$ cat src/rtl/rr_stream_mux2.sv
// rr_stream_mux2 -- two-input, packet-aware round-robin stream selector
// with a single registered output stage.
//
// The arbiter grants one input per packet. It holds the grant from the
// first accepted beat through the beat carrying last=1. Between packets the
// priority pointer alternates, so two continuously valid sources send
// strictly alternating packets. The granted beat is captured into one output
// register, which gives one cycle of latency and one beat per cycle of
// throughput while out_ready stays high.
//
// Ports:
//   clk, rst_n             clock; asynchronous active-low reset
//   in0_data/valid/last    stream 0 beat in
//   in0_ready              stream 0 accept
//   in1_data/valid/last    stream 1 beat in
//   in1_ready              stream 1 accept
//   out_data/valid/last    registered beat out
//   out_src                source index of the registered beat
//   out_ready              downstream accept
//   locked                 arbiter is in the middle of a packet
module rr_stream_mux2 #(
  parameter int WIDTH = 8
) (
  input  logic             clk,
  input  logic             rst_n,
  input  logic [WIDTH-1:0] in0_data,
  input  logic             in0_valid,
  input  logic             in0_last,
  output logic             in0_ready,
  input  logic [WIDTH-1:0] in1_data,
  input  logic             in1_valid,
  input  logic             in1_last,
  output logic             in1_ready,
  output logic [WIDTH-1:0] out_data,
  output logic             out_valid,
  output logic             out_last,
  output logic             out_src,
  input  logic             out_ready,
  output logic             locked
);

  localparam logic [0:0] IDLE   = 1'b0;
  localparam logic [0:0] LOCKED = 1'b1;

  logic [0:0]       state;
  logic             prio;
  logic             held;

  logic             load;
  logic             g;
  logic             accept;
  logic [WIDTH-1:0] sel_data;
  logic             sel_last;

  logic [WIDTH-1:0] data_p1;
  logic             last_p1;
  logic             src_p1;
  logic             vld_p1;

  // Stage 0: arbitration and the 2:1 select.
  assign load = !vld_p1 || out_ready;

  // While LOCKED the grant comes only from the held register. This keeps
  // the input valids off the ready path for the rest of the packet.
  always_comb begin
    g = prio;
    if (state == LOCKED)
      g = held;
    else if (in0_valid && !in1_valid)
      g = 1'b0;
    else if (in1_valid && !in0_valid)
      g = 1'b1;
  end

  assign in0_ready = load && !g;
  assign in1_ready = load && g;
  assign accept    = g ? (in1_valid && in1_ready) : (in0_valid && in0_ready);

  // A true mux, so the non-granted input's data never reaches the output.
  assign sel_data = g ? in1_data : in0_data;
  assign sel_last = g ? in1_last : in0_last;

  always_ff @(posedge clk or negedge rst_n) begin
    if (!rst_n) begin
      state <= IDLE;
      prio  <= 1'b0;
      held  <= 1'b0;
    end else if (accept) begin
      if (sel_last) begin
        state <= IDLE;
        prio  <= !g;
      end else begin
        state <= LOCKED;
        held  <= g;
      end
    end
  end

  // Stage 1: output register.
  always_ff @(posedge clk or negedge rst_n) begin
    if (!rst_n) begin
      vld_p1  <= 1'b0;
      data_p1 <= '0;
      last_p1 <= 1'b0;
      src_p1  <= 1'b0;
    end else if (load) begin
      vld_p1 <= accept;
      if (accept) begin
        data_p1 <= sel_data;
        last_p1 <= sel_last;
        src_p1  <= g;
      end
    end
  end

  assign out_data  = data_p1;
  assign out_valid = vld_p1;
  assign out_last  = last_p1;
  assign out_src   = src_p1;
  assign locked    = (state == LOCKED);

endmodule
$ cat config.mk
export PLATFORM = sky130hd
export DESIGN_NAME = rr_stream_mux2
export DESIGN_NICKNAME = d
export VERILOG_FILES = /design/src/rtl/rr_stream_mux2.sv
export SDC_FILE = /design/constraint.sdc
export NUM_CORES = 1
export LEC_CHECK = 0
export ABC_AREA = 1
export CORE_MARGIN = 2
export CORE_UTILIZATION = 42
export DETAILED_ROUTE_END_ITERATION = 6
export GPL_ROUTABILITY_DRIVEN = 0
export PLACE_DENSITY = 0.82
export SYNTH_ARGS = -nofsm -noshare
export SYNTH_HDL_FRONTEND = slang
export SYNTH_SLANG_ARGS = --single-unit
$ cat constraint.sdc
create_clock -name clk -period 3.84 [get_ports clk]
set_clock_uncertainty 0.1 [all_clocks]
set_input_delay 0.768 -clock clk [delete_from_list [all_inputs] [get_ports clk]]
set_output_delay 0.768 -clock clk [all_outputs]
set_load 0.05 [all_outputs]
==> results.yml <==
setup_path:
  cp.required_ps: 2970
  critPathMaxStageDelay_ps: 470
  slowest_stage: "clkdlybuf4s50_1"
  path_common_cell: "nand2_1"
  cp_cell_sequence: "clkdlybuf4s50_1 -> inv_1 -> nand2_1 -> nand2_1 -> nand2_2 -> nand2_4 -> inv_2 -> a21oi_1 -> buf_4"
  start_kind: "primary input"
  cp_max_fo: 14
  arrival_ps: 2190
  worstSetupPathType: "in -> out"
  critical_path_buf_inv_count: 4
  end_kind: "output pin"
  critPathTopFamily: "buffers and inverters"
yosys:
  postSynthCellCount: 105
  avgSynthCellArea_sq_um: 7.44
  ys_top_cells_by_count: "nand2_1 (67), dfrtp_1 (14), inv_1 (5)"
  synthMostInstantiatedCell: "nand2_1"
  netlist_area_sq_um: 781
  synth_area_leaders: "dfrtp_1 (45%), nand2_1 (32%), buf_6 (2.9%)"
  async_flop_share: 1.00
  syn_nets: 128
  yosysTopAreaCell: "dfrtp_1"
  synth_ff_type: "dfrtp_1"
  yosysWarnings: 0
  synth_edf_count: 0
  synth_top_area_frac: 0.449
  netlist-cell-type-count: 15
  yosysSeqAreaShare: 0.449
  ys_ff_latch: 14
drt:
  drt-initial-drc-count: 14
  vias_per_cell: 4.60
  drcViolationCount: 0
  wl_per_cell_microns: 11.2
  drt-total-wl_microns: 1880
  first_pass_iters: 4
  num_vias: 768
  ant_nets: 0
final_layout:
  fin_nets: 166
  drive_gt1_frac: 0.127
  areaGrowthSynthToFinish_pct: 50.3
  fillCellCount: 154
  final_cells: 167
  insertedDiodeCount: 0
  post-route-util: 0.672
sta:
  fmax_mhz: 327
  setup_viol: 0
  drv_slew: 0
  setup_tns_ps: 0
  rsz0062_at_grt: "false"
  min_period_over_period: 0.797
  final-hold-violation-count: 0
  fin_crit_ps: 3060
  maxSlewHeadroom: 0.579
  tightestPinTransition_ps: 629
power:
  cellLeakagePower_nw: 0.604
  p_total_mw: 1.06
  irDropWorstVdd_v: 0.000548
  power_per_cell_area_nw_per_um2: 900
clocking:
  postCtsSetupBuffers: 0
  cts_resized: 0
  postCtsHoldBufs: 0
  clk_pin_slew_ps: 90
  root_buffer: "clkbuf_4"
  ctsHtreeMaxLevel: 1
  cts_made_buffers: 3
  cts_tree: "built"
  clock-sinks: 14
  clk_latency_ps: 280
  ctsLongestPathBuffers: 2
die:
  dieArea_sq_um: 2220
  initial_utilization: 0.447
  die_h_microns: 47.1
  pin_count: 37
  coreArea_sq_um: 1750
  rows: 15
  die_w_microns: 47.1
grt:
  grt_overflow: 0
  grt_pass1_wl_microns: 2840
  grt_pass1_vias: 685
  antenna_found_initial: 0
  grt_use_total: 0.188
  grt_max_degree: 15
outcome:
  status: "complete, no violations"
worst_hold_path:
  min_path_type: "reg -> reg"
placement:
  post-place-cells: 163
  io_buffers: 36
  hpwlAfterDp_microns: 1450
run:
  cap_violations: 0
==> registers in the layout, indices dropped and copies added (netlist names) <==
register   flops
out_valid      1
held           1
prio           1
out_data       8
out_last       1
out_src        1
locked         1
==> through the flow <==
stage	cell area, sq um	worst slack [ps]	hold WS [ps]
global route	1170	688	406
finish	1170	781	372
CTS	1170	785	379
floorplan	781	964	342
detailed placement	1140	795	358
global placement	1140	849	354
==> final cells by class <==
cell class / instances / area (sq um) / share of cell area
multi-input cells: 81 / 374 / 0.319
repair buffers: 36 / 355 / 0.303
flip-flops and latches: 14 / 350 / 0.299
clock buffers: 4 / 36.3 / 0.0309
well taps: 25 / 31.3 / 0.0267
inverters: 7 / 26.3 / 0.0224
==> report_power, final <==
group | switching [mW] | internal, mW | leakage, nW | total, mW
Combinational | 0.472 | 0.216 | 0.410 | 0.688
Sequential | 0.0436 | 0.218 | 0.173 | 0.262
Clock | 0.0485 | 0.0577 | 0.0210 | 0.106
==> worst paths after layout <==
check                       startpoint           to  slack [ps]  depth (start not counted)
max in group asynchronous        rst_n  out_data[6]        2460                          1
min in group asynchronous        rst_n  out_data[5]         770                          1
min                        out_data[5]  out_data[5]         370                          2
min reg2reg                out_data[5]  out_data[5]         370                          2
max reg2reg                       prio  out_data[6]        2220                          9
max                          in0_valid    in1_ready         780                          9
==> logic make-up (layout without fill, tap and decap cells) <==
kind of cell / after synthesis / in the layout / share of synthesized area
AOI/OAI and AO/OA: 3 / 3 / 0.0240
buffers and inverters: 10 / 47 / 0.0721
and+or+nand+nor: 78 / 78 / 0.455
DFF: 14 / 14 / 0.449
==> placed cells by master, fill, tap and decap left out <==
| cell | Yosys | layout |
|---|---|---|
| buf_4 | 1 | 2 |
| a21oi_2 | 1 | 1 |
| nand4_2 | 1 | 1 |
| nand2_4 | 2 | 2 |
| nand2_1 | 67 | 67 |
| a21oi_1 | 2 | 2 |
| nand3_2 | 2 | 2 |
| inv_1 | 5 | 5 |
| nand2_2 | 3 | 3 |
| nand3_4 | 1 | 1 |
| nand3b_1 | 1 | 1 |
| clkbuf_8 | 0 | 1 |
| clkbuf_4 | 0 | 3 |
| dfrtp_1 | 14 | 14 |
| inv_2 | 2 | 2 |
| clkdlybuf4s50_1 | 0 | 34 |
| nand3_1 | 1 | 1 |
==> metal layers <==
metal / global-route usage / vias up / part of all wire
met3: 0.0346 / 2 / 0.054
met1: 0.228 / 347 / 0.41
met5: 0 / - / 0
met4: 0.0667 / 0 / 0.013
li1: - / 393 / -
met2: 0.332 / 26 / 0.53
==> worst reg2reg max path, delay by kind of cell, from the launching register on <==
kind	cells	cell delay, ps
compound gates	1	130
simple gates	6	700
buf+inv	2	190
flops	1	390
(Power assumes the default switching activity.)
